**src/rtl/hasti_pkg.sv**
```systemverilog
// Shared AHB-Lite encodings and helpers used by the HASTI slaves.
package hasti_pkg;

  localparam logic [1:0] HTRANS_IDLE   = 2'b00;
  localparam logic [1:0] HTRANS_BUSY   = 2'b01;
  localparam logic [1:0] HTRANS_NONSEQ = 2'b10;
  localparam logic [1:0] HTRANS_SEQ    = 2'b11;

  localparam logic [2:0] HSIZE_BYTE = 3'd0;
  localparam logic [2:0] HSIZE_HALF = 3'd1;
  localparam logic [2:0] HSIZE_WORD = 3'd2;

  localparam logic HRESP_OKAY  = 1'b0;
  localparam logic HRESP_ERROR = 1'b1;

  // Two-cycle ERROR response sequencing.
  typedef enum logic [1:0] {
    ST_OK,
    ST_ERR1,
    ST_ERR2
  } hasti_err_state_t;

  // A transfer is legal when its size is supported and naturally aligned.
  function automatic logic xferLegal(input logic [2:0] size, input logic [1:0] a);
    logic ok;
    case (size)
      HSIZE_BYTE: ok = 1'b1;
      HSIZE_HALF: ok = ~a[0];
      HSIZE_WORD: ok = (a == 2'b00);
      default:    ok = 1'b0;
    endcase
    return ok;
  endfunction

  // Byte lanes touched by a legal transfer.
  function automatic logic [3:0] byteEnables(input logic [2:0] size, input logic [1:0] a);
    logic [3:0] be;
    case (size)
      HSIZE_BYTE: be = 4'b0001 << a;
      HSIZE_HALF: be = 4'b0011 << a;
      default:    be = 4'b1111;
    endcase
    return be;
  endfunction

endpackage

```
**src/rtl/hasti_sram_wbuf.sv**
```systemverilog
// One-entry parked-write buffer plus the byte merge applied to reads that hit it.
module hasti_sram_wbuf
  import hasti_pkg::*;
#(
  parameter int AW = 12
) (
  input  logic          clk_i,
  input  logic          rstn_i,
  input  logic          load_i,
  input  logic          drain_i,
  input  logic [AW-1:0] ldIdx_i,
  input  logic [3:0]    ldBe_i,
  input  logic [31:0]   ldData_i,
  input  logic [AW-1:0] rdIdx_i,
  input  logic [31:0]   rdRaw_i,
  output logic          wbValid_o,
  output logic [AW-1:0] wbIdx_o,
  output logic [3:0]    wbBe_o,
  output logic [31:0]   wbData_o,
  output logic [31:0]   merged_o
);

  logic          wbValid_q;
  logic [AW-1:0] wbIdx_q;
  logic [3:0]    wbBe_q;
  logic [31:0]   wbData_q;
  logic          hit;

  // Buffer register: a load always wins; loads and drains never coincide because a drain needs a cycle with no write data phase.
  always_ff @(posedge clk_i) begin
    if (!rstn_i) begin
      wbValid_q <= 1'b0;
      wbIdx_q   <= '0;
      wbBe_q    <= '0;
      wbData_q  <= '0;
    end else if (load_i) begin
      wbValid_q <= 1'b1;
      wbIdx_q   <= ldIdx_i;
      wbBe_q    <= ldBe_i;
      wbData_q  <= ldData_i;
    end else if (drain_i) begin
      wbValid_q <= 1'b0;
    end
  end

  assign hit = wbValid_q && (wbIdx_q == rdIdx_i);

  // Overlay the registered buffered bytes on the SRAM word so a read never sees stale data.
  always_comb begin
    merged_o = rdRaw_i;
    for (int b = 0; b < 4; b++) begin
      if (hit && wbBe_q[b]) begin
        merged_o[8*b +: 8] = wbData_q[8*b +: 8];
      end
    end
  end

  assign wbValid_o = wbValid_q;
  assign wbIdx_o   = wbIdx_q;
  assign wbBe_o    = wbBe_q;
  assign wbData_o  = wbData_q;

endmodule

```
**src/rtl/hasti_sram_slave.sv**
```systemverilog
// AHB-Lite slave fronting a single-port synchronous SRAM with zero-wait reads and writes.
module hasti_sram_slave
  import hasti_pkg::*;
#(
  parameter int AW = 12
) (
  input  logic          hclk,
  input  logic          hresetn,
  input  logic [31:0]   haddr,
  input  logic          hwrite,
  input  logic [2:0]    hsize,
  input  logic [2:0]    hburst,
  input  logic [3:0]    hprot,
  input  logic          hmastlock,
  input  logic [1:0]    htrans,
  input  logic [31:0]   hwdata,
  output logic [31:0]   hrdata,
  output logic          hready,
  output logic          hresp,
  output logic          sram_en,
  output logic          sram_we,
  output logic [3:0]    sram_be,
  output logic [AW-1:0] sram_addr,
  output logic [31:0]   sram_wdata,
  input  logic [31:0]   sram_rdata
);

  hasti_err_state_t state_q, state_d;
  logic          rdPhase_q, rdPhase_d;
  logic          wrPhase_q, wrPhase_d;
  logic [AW-1:0] rdIdx_q, rdIdx_d;
  logic [AW-1:0] wrIdx_q, wrIdx_d;
  logic [3:0]    wrBe_q, wrBe_d;

  logic          active, accept, legal;
  logic          rdAddrPhase, wrAddrPhase;
  logic          wrDirect, wbLoad, wbDrain;
  logic [AW-1:0] addrIdx;
  logic [3:0]    addrBe;
  logic          wbValid;
  logic [AW-1:0] wbIdx;
  logic [3:0]    wbBe;
  logic [31:0]   wbData;
  logic [31:0]   merged;
  logic          unusedOk;

  assign unusedOk = ^{hburst, hprot, hmastlock, haddr[31:AW+2]};

  // Address-phase decode; everything is gated by reset so the SRAM stays idle while hresetn is low.
  always_comb begin
    active = 1'b0;
    case (htrans)
      HTRANS_NONSEQ, HTRANS_SEQ: active = 1'b1;
      HTRANS_IDLE, HTRANS_BUSY:  active = 1'b0;
    endcase
    hready      = !hresetn || (state_q != ST_ERR1);
    hresp       = (hresetn && (state_q != ST_OK)) ? HRESP_ERROR : HRESP_OKAY;
    accept      = hresetn && hready && active;
    legal       = xferLegal(hsize, haddr[1:0]);
    addrIdx     = haddr[AW+1:2];
    addrBe      = byteEnables(hsize, haddr[1:0]);
    rdAddrPhase = accept && legal && !hwrite;
    wrAddrPhase = accept && legal && hwrite;
    wrDirect    = hresetn && wrPhase_q && !rdAddrPhase;
    wbLoad      = hresetn && wrPhase_q && rdAddrPhase;
    wbDrain     = hresetn && wbValid && !rdAddrPhase && !wrPhase_q;
  end

  // SRAM port arbitration: read address phase, then direct write, then buffer drain.
  always_comb begin
    sram_en    = 1'b0;
    sram_we    = 1'b0;
    sram_be    = '0;
    sram_addr  = '0;
    sram_wdata = '0;
    if (rdAddrPhase) begin
      sram_en   = 1'b1;
      sram_be   = addrBe;
      sram_addr = addrIdx;
    end else if (wrDirect) begin
      sram_en    = 1'b1;
      sram_we    = 1'b1;
      sram_be    = wrBe_q;
      sram_addr  = wrIdx_q;
      sram_wdata = hwdata;
    end else if (wbDrain) begin
      sram_en    = 1'b1;
      sram_we    = 1'b1;
      sram_be    = wbBe;
      sram_addr  = wbIdx;
      sram_wdata = wbData;
    end
  end

  // Error FSM and data-phase bookkeeping for the next cycle.
  always_comb begin
    state_d   = state_q;
    rdPhase_d = rdAddrPhase;
    wrPhase_d = wrAddrPhase;
    rdIdx_d   = rdAddrPhase ? addrIdx : rdIdx_q;
    wrIdx_d   = wrAddrPhase ? addrIdx : wrIdx_q;
    wrBe_d    = wrAddrPhase ? addrBe : wrBe_q;
    case (state_q)
      ST_OK, ST_ERR2: state_d = (accept && !legal) ? ST_ERR1 : ST_OK;
      ST_ERR1:        state_d = ST_ERR2;
      default:        state_d = ST_OK;
    endcase
  end

  // State registers with synchronous active-low reset.
  always_ff @(posedge hclk) begin
    if (!hresetn) begin
      state_q   <= ST_OK;
      rdPhase_q <= 1'b0;
      wrPhase_q <= 1'b0;
      rdIdx_q   <= '0;
      wrIdx_q   <= '0;
      wrBe_q    <= '0;
    end else begin
      state_q   <= state_d;
      rdPhase_q <= rdPhase_d;
      wrPhase_q <= wrPhase_d;
      rdIdx_q   <= rdIdx_d;
      wrIdx_q   <= wrIdx_d;
      wrBe_q    <= wrBe_d;
    end
  end

  hasti_sram_wbuf #(.AW(AW)) u_wbuf (
    .clk_i     (hclk),
    .rstn_i    (hresetn),
    .load_i    (wbLoad),
    .drain_i   (wbDrain),
    .ldIdx_i   (wrIdx_q),
    .ldBe_i    (wrBe_q),
    .ldData_i  (hwdata),
    .rdIdx_i   (rdIdx_q),
    .rdRaw_i   (sram_rdata),
    .wbValid_o (wbValid),
    .wbIdx_o   (wbIdx),
    .wbBe_o    (wbBe),
    .wbData_o  (wbData),
    .merged_o  (merged)
  );

  assign hrdata = (hresetn && rdPhase_q) ? merged : 32'h0;

endmodule

```
**config.mk**
```make
export PLATFORM = sky130hd
export DESIGN_NAME = hasti_sram_slave
export DESIGN_NICKNAME = d
export VERILOG_FILES = /design/src/rtl/hasti_pkg.sv /design/src/rtl/hasti_sram_wbuf.sv /design/src/rtl/hasti_sram_slave.sv
export SDC_FILE = /design/constraint.sdc
export NUM_CORES = 1
export LEC_CHECK = 0
export ABC_CLOCK_PERIOD_IN_PS = 4070
export BUFFER_PORTS_ARGS = -buffer_cell sky130_fd_sc_hd__buf_2
export CAP_MARGIN = 30
export CELL_PAD_IN_SITES_DETAIL_PLACEMENT = 0
export CELL_PAD_IN_SITES_GLOBAL_PLACEMENT = 1
export CORE_ASPECT_RATIO = 1.1
export CORE_MARGIN = 5
export CORE_UTILIZATION = 36
export CTS_CLUSTER_DIAMETER = 120
export DETAILED_ROUTE_END_ITERATION = 10
export PLACE_DENSITY_LB_ADDON = 0.05
export SLEW_MARGIN = 20
export SYNTH_ARGS = -nofsm -noshare
export SYNTH_HDL_FRONTEND = slang
export SYNTH_SLANG_ARGS = --single-unit
```
**constraint.sdc**
```tcl
create_clock -name hclk -period 4.07 [get_ports hclk]
set_input_delay 0.2035 -clock hclk [delete_from_list [all_inputs] [get_ports hclk]]
set_output_delay 0.2035 -clock hclk [all_outputs]
set_load 0.01 [all_outputs]
```
==> results.py, run 1 <==
metrics = {
    "grt": {
        "grt_pass1_wl_mm": 23.3,
        "grt_max_degree": 83,
        "grt.total_usage_pct": 19.8,
        "grt_antenna_before_repair": 0,
        "grt-ovfl-total": 0,
        "grt_pass1_vias": 4512,
    },
    "synth": {
        "synth_area_um2": 4420,
        "syn_inst": 585,
        "synth-seq-cells": 81,
        "avgSynthCellArea_um2": 7.56,
        "ys_async_sr_fraction_pct": 0,
        "synth_flop_cell": "dfxtp_1",
        "ys_warn_count": 0,
        "synth.distinct_cells": 42,
        "syn-num-nets": 697,
        "synth_seq_area_share_pct": 36.7,
        "synth-edff-count": 0,
    },
    "worst_setup_path": {
        "critPathMaxFanout": 34,
        "cp_slowest_stage_delay_ns": 0.59,
        "startpoint_type": "flop",
        "cp.depth": 8,
        "ff2ff_path_depth": 6,
        "critPathCaptureType": "output pin",
        "critPathArrivalTime_ns": 2.88,
        "slowest_stage": "or4_4",
        "worstPathRequired_ns": 3.87,
        "path_cells": "nor2b_1 > nand3b_1 > or4_4 > clkinv_2 > nor3_2 > buf_4 > a221o_1 > buf_2",
        "path_class": "reg2out",
        "path_buf_inv": 3,
        "rrSetupSlack_ns": 2.02,
        "path_delay_family": "simple AND/OR/NAND/NOR gates",
    },
    "timing": {
        "setup_tns_ns": 0,
        "timing_max_transition_violations_final": 0,
        "skew_ns": 0.00554,
        "finalSetupViolations": 0,
        "worst_slew_pin_slew_ns": 0.821,
        "fin_crit_sh_pct": 75.8,
        "fin_crit_ns": 3.08,
        "max_freq_mhz": 324,
        "slew_headroom_pct": 45.2,
        "rsz0062_at_grt": "no",
        "hold_violations": 0,
    },
    "floorplan": {
        "die_h_um": 126,
        "initial_utilization_pct": 36.7,
        "core_um2": 12000,
        "rows": 42,
        "die_w_um": 116,
        "num_io_pins": 196,
        "die_area_um2": 14600,
    },
    "drt": {
        "wl_per_cell_um": 16.7,
        "drt_iter0_drc": 304,
        "finalWirelength_mm": 14.6,
        "vias": 4637,
        "first_pass_iters": 4,
        "drc_errors": 0,
        "routed_via_density": 5.28,
        "antenna_left": 0,
    },
    "place": {
        "placedCellCount": 862,
        "portBuffers": 168,
        "dp_hpwl_mm": 9.92,
        "gp_congestion": 0.790,
    },
    "pwr": {
        "leakage_nw": 2.36,
        "p_per_area_nw_per_um2": 319,
        "irDropWorstVdd_mv": 0.215,
    },
    "cts": {
        "post_cts_buffers": 0,
        "cts_tree": "yes",
        "postCtsHoldBufs": 0,
        "worstSkewPairLatency_ns": 0.33,
        "cts_buffer_depth": 2,
        "postCtsResizedCells": 0,
        "cts_root_buf": "clkbuf_16",
        "clkSinkCount": 81,
        "htree_levels": 3,
        "cts_made_buffers": 9,
        "clkTransAtPathRegs_ns": 0.06,
    },
    "worst_hold_path": {
        "min-delay-path-class": "in2reg",
        "hold_depth": 3,
    },
    "final_layout": {
        "diodes": 0,
        "stdcell_count": 878,
        "fillers": 1295,
        "nets": 831,
        "syn2layout_area_growth_pct": 28.2,
        "drive_gt1_share_pct": 27.9,
    },
    "run": {
        "drv_cap": 0,
    },
    "run_status": {
        "status": "finished clean",
    },
}
-- cells by family after synthesis --
group | count (synthesis) | share of synthesized area (%)
AO/OA/AOI/OAI | 203 | 31.3
XOR/XNOR | 8 | 1.58
buffers and inverters | 61 | 6.31
flip-flops | 81 | 36.7
multiplexers | 2 | 0.481
AND/OR/NAND/NOR | 230 | 23.6
-- Yosys cell counts, types with 5 or more instances --
cell type	number	area, µm²
xor2_1	5	43.8
nand4_1	37	231
nor2b_1	5	31.3
clkbuf_1	42	158
dfxtp_1	81	1620
o21ai_0	52	260
a221o_1	9	90.1
and2_1	10	62.6
buf_2	6	30.0
a22o_1	32	280
a21boi_0	61	458
nor2_1	8	30.0
a21oi_1	33	165
nand2_1	152	571
-- registers in the layout, indices dropped and copies added, names as in the netlist --
register and count:
u_wbuf.wbBe_o 4, u_wbuf.wbData_o 32, u_wbuf.wbValid_o 1, wrPhase_q 1
rdIdx_q 12, u_wbuf.wbIdx_o 12, rdPhase_q 1, wrIdx_q 12
wrBe_q 4, state_q 2
-- path summary, 6_finish.rpt --
kind / startpoint / endpoint
worst max-delay path: state_q[0] / sram_addr[8]
worst min-delay path: haddr[4] / wrIdx_q[2]
worst max register to register: state_q[0] / rdIdx_q[11]
worst min register to register: state_q[0] / state_q[0]
-- layout make-up --
type                       count  area, µm²  area share, %
multi-input combinational    443       2540           44.8
sequential                    81       1620           28.6
timing repair buffer         179        972           17.2
clock buffer                  12        246           4.35
tap                          154        193           3.40
clock inverter                 4       76.3           1.35
inverter                       5       20.0          0.353
-- power breakdown --
group / internal, mW / switching (mW) / total, mW
clock network: 0.556 / 0.316 / 0.872
registers: 0.800 / 0.00484 / 0.804
logic: 0.0598 / 0.0746 / 0.134
total: 1.41 / 0.396 / 1.81
-- metal layers --
layer	share of wire, %	wire length (µm)	vias to the layer above	global-route usage, %
met5	0	0	-	0
li1	-	-	2343	-
met3	5.7	841	8	2.74
met2	49	7150	110	33.5
met4	0.72	105	0	5.94
met1	45	6560	2176	26.0
-- placed cells by master, fill, tap and decap left out, types with 4 or more instances in the layout --
master / netlist / layout
nand2_1: 152 / 152
clkbuf_16: 0 / 9
and2_1: 10 / 10
dfxtp_1: 81 / 81
buf_4: 3 / 7
a22o_1: 32 / 32
a21boi_0: 61 / 61
a21oi_1: 33 / 33
a221o_1: 9 / 9
nor2_1: 8 / 8
o21ai_0: 52 / 52
nor2b_1: 5 / 5
nand4_1: 37 / 37
xor2_1: 5 / 5
a221oi_1: 4 / 4
inv_1: 4 / 4
buf_2: 6 / 168
-- tightest hold or removal path, delay by kind of cell --
family | cells | cell delay, ns
AOI/OAI and AO/OA | 1 | 0.05
buffers and inverters | 1 | 0.09
and+or+nand+nor | 1 | 0.04
-- through the flow --
stage	hold WS [ns]	power (mW)	worst slack, ns	cell area (µm²)	utilization [%]
CTS	0.0721	1.84	0.914	5670	47.1
finish	0.0819	1.81	0.986	5670	47.1
global route	0.0833	1.89	0.773	5670	47.1
floorplan	0.312	0.884	1.98	4420	-
detailed placement	0.422	0.957	1.16	5350	44.4
global placement	0.411	0.954	1.18	5290	43.9
Note: power is estimated with default switching activity, not from simulation.
==> run 2, diff against run 1 <==
--- a/config.mk
+++ b/config.mk
@@ -5,14 +5,15 @@
 export SDC_FILE = /design/constraint.sdc
 export NUM_CORES = 1
 export LEC_CHECK = 0
-export ABC_CLOCK_PERIOD_IN_PS = 4070
+export ABC_AREA = 1
+export ABC_CLOCK_PERIOD_IN_PS = 2500
 export BUFFER_PORTS_ARGS = -buffer_cell sky130_fd_sc_hd__buf_2
 export CAP_MARGIN = 30
 export CELL_PAD_IN_SITES_DETAIL_PLACEMENT = 0
 export CELL_PAD_IN_SITES_GLOBAL_PLACEMENT = 1
 export CORE_ASPECT_RATIO = 1.1
 export CORE_MARGIN = 5
-export CORE_UTILIZATION = 36
+export CORE_UTILIZATION = 29
 export CTS_CLUSTER_DIAMETER = 120
 export DETAILED_ROUTE_END_ITERATION = 10
 export PLACE_DENSITY_LB_ADDON = 0.05
==> constraint.sdc (replaced) <==
create_clock -name hclk -period 2.5 [get_ports hclk]
set_input_delay 0.125 -clock hclk [delete_from_list [all_inputs] [get_ports hclk]]
set_output_delay 0.125 -clock hclk [all_outputs]
set_load 0.01 [all_outputs]
==> results.py, run 2 <==
metrics = {
    "run_status": {
        "status": "finished clean",
    },
    "synth": {
        "synthTopCellsByCount": "nand2_1 (291), nor2_1 (169), inv_1 (104), dfxtp_1 (81), nand3_1 (73)",
        "synth_most_common_cell": "nand2_1",
        "synth_area_um2": 4950,
        "syn-num-nets": 977,
        "syn_inst": 865,
        "ys_async_sr_fraction_pct": 0,
        "synth_seq_area_share_pct": 32.7,
        "synth-edff-count": 0,
        "synth_flop_cell": "dfxtp_1",
        "ys_warn_count": 0,
        "yosys.area.top_type": "dfxtp_1",
        "avgSynthCellArea_um2": 5.73,
        "synth.top_cell.area_share_pct": 32.7,
        "synth.area.top_cells": "dfxtp_1 (33%), nand2_1 (22%), nor2_1 (13%), inv_1 (7.9%), nand3_1 (7.4%)",
        "synth.distinct_cells": 28,
        "synth-seq-cells": 81,
    },
    "pwr": {
        "total_power_mw": 3.10,
        "leakage_nw": 3.61,
        "irDropWorstVdd_mv": 0.286,
        "p_per_area_nw_per_um2": 491,
    },
    "worst_setup_path": {
        "cp.depth": 11,
        "path_common_cell": "nand2_1",
        "worstPathRequired_ns": 2.38,
        "cp_slowest_stage_delay_ns": 0.37,
        "ff2ff_path_depth": 8,
        "startpoint_type": "flop",
        "path_buf_inv": 2,
        "path_class": "reg2out",
        "path_delay_family": "simple AND/OR/NAND/NOR gates",
        "critPathMaxFanout": 14,
        "slowest_stage": "dfxtp_1",
        "critPathArrivalTime_ns": 2.25,
        "critPathCaptureType": "output pin",
        "path_cells": "inv_2 > nand2_1 > nand2_1 > nor2_1 > nand2_1 > nor2_2 > nand3_2 > nand2_1 > nand2_1 > nor2_1 > buf_2",
    },
    "floorplan": {
        "initial_utilization_pct": 29.3,
        "die_area_um2": 19800,
        "die_w_um": 135,
        "die_h_um": 147,
        "core_um2": 16900,
        "num_io_pins": 196,
        "rows": 50,
    },
    "grt": {
        "grt_pass1_vias": 5342,
        "grt_antenna_before_repair": 0,
        "grt.total_usage_pct": 17.7,
        "grt_pass1_wl_mm": 28.1,
        "grt_max_degree": 45,
        "grt-ovfl-total": 0,
    },
    "timing": {
        "max_freq_mhz": 421,
        "timing_max_transition_violations_final": 0,
        "setup_tns_ns": 0,
        "hold_violations": 0,
        "skew_ns": 0.00764,
        "worst_slew_pin_slew_ns": 0.602,
        "fin_crit_sh_pct": 94.9,
        "finalSetupViolations": 0,
        "slew_headroom_pct": 59.8,
        "rsz0062_at_grt": "yes",
        "fin_crit_ns": 2.37,
    },
    "drt": {
        "route.top_layer_used": "met4",
        "drc_errors": 0,
        "vias": 5472,
        "wl_met1_mm": 7.89,
        "wl_per_cell_um": 14.3,
        "dr_wl_met3_um": 855,
        "antenna_left": 0,
        "first_pass_iters": 4,
        "routed_via_density": 4.47,
        "drt_iter0_drc": 289,
        "wl_met2_mm": 8.60,
        "finalWirelength_mm": 17.5,
    },
    "final_layout": {
        "final_common_cell": "nand2_1",
        "final_util_pct": 37.4,
        "diodes": 0,
        "layout_common_cells": "nand2_1 (291), nor2_1 (169), buf_2 (168), inv_1 (104), dfxtp_1 (81)",
        "fillers": 1977,
        "nets": 1124,
        "syn2layout_area_growth_pct": 27.5,
        "largest_reg_flops": 32,
        "drive_gt1_share_pct": 21.7,
        "stdcell_count": 1225,
    },
    "cts": {
        "postCtsHoldBufs": 0,
        "clkTransAtPathRegs_ns": 0.07,
        "worstSkewPairLatency_ns": 0.34,
        "htree_levels": 3,
        "cts_made_buffers": 9,
        "cts_tree": "yes",
        "clkSinkCount": 81,
        "cts_root_buf": "clkbuf_16",
        "cts_buffer_depth": 2,
    },
    "place": {
        "gp_congestion": 0.767,
        "dp_hpwl_mm": 12.3,
        "portBuffers": 168,
        "placedCellCount": 1209,
    },
    "worst_hold_path": {
        "min-delay-path-class": "in2reg",
        "hold_depth": 3,
    },
    "run": {
        "drv_cap": 0,
    },
}
run 2: cell count changes after synthesis, moves of 28 or more:
cell	before	now
a21boi_0	61	0
a22o_1	32	0
clkbuf_1	42	14
inv_1	4	104
nand2_1	152	291
nand3_1	2	73
nand4_1	37	9
nor2_1	8	169
o21ai_0	52	7
o21ai_1	0	29
run 2: area by class of cell:
cell class | instances | area, µm² | share of cell area, %
Inverter | 113 | 424 | 6.72
Timing Repair Buffer | 182 | 983 | 15.6
Clock buffer | 11 | 243 | 3.84
Multi-Input combinational cell | 625 | 2680 | 42.4
Clock inverter | 5 | 103 | 1.62
Tap cell | 208 | 260 | 4.12
Sequential cell | 81 | 1620 | 25.7
run 2: power breakdown:
part	leakage [nW]	switching, mW	internal (mW)
combinational	2.79	0.138	0.0931
sequential	0.653	0.00599	1.30
clock	0.166	0.564	1.00
total	3.61	0.708	2.39
run 2: layer usage:
layer | GRT usage [%] | vias to the layer above
met1 | 21.8 | 2412
met2 | 31.9 | 128
li1 | - | 2923
met4 | 5.14 | 0
met5 | 0 | -
met3 | 2.71 | 9
run 2: worst register-to-register path, stage by stage, from the launching register on:
cell and delay, ns:
dfxtp_1 0.32, inv_1 0.05, nor2_1 0.07, nor2_4 0.17, nand4_4 0.51, buf_12 0.40, nand2_1 0.08, nand2_1 0.04
nor2_1 0.11
run 2: path summary, 6_finish.rpt:
kind         slack, ns                  end         startpoint
max               0.13           hrdata[20]  u_wbuf.wbIdx_o[9]
min               0.02  u_wbuf.wbData_o[21]         hwdata[21]
max reg2reg       0.70   u_wbuf.wbData_o[6]         state_q[0]
min reg2reg       0.45           state_q[0]         state_q[0]
run 2: timing repair:
action,in CTS,in global routing
gates resized for setup,0,1
buffers inserted,0,0
endpoints found under the setup margin,0,20
run 2: through the flow:
step	worst slack, ns	cell area (µm²)	hold WS, ns
detailed placement	0.446	5960	0.375
global placement	0.467	5960	0.374
finish	0.127	6310	0.0213
global route	-0.115	6310	0.0291
CTS	0.0561	6310	0.00281
floorplan	1.02	4950	0.260
run 2: logic make-up (layout without fill, tap and decap cells):
kind of cell              Yosys count  count (layout)  synth area share [%]
buffers and inverters             159             311                  13.4
AOI/OAI and AO/OA                  68              68                  7.17
xor gates and xnor gates            2               2                 0.354
DFF                                81              81                  32.7
and+or+nand+nor                   555             555                  46.3
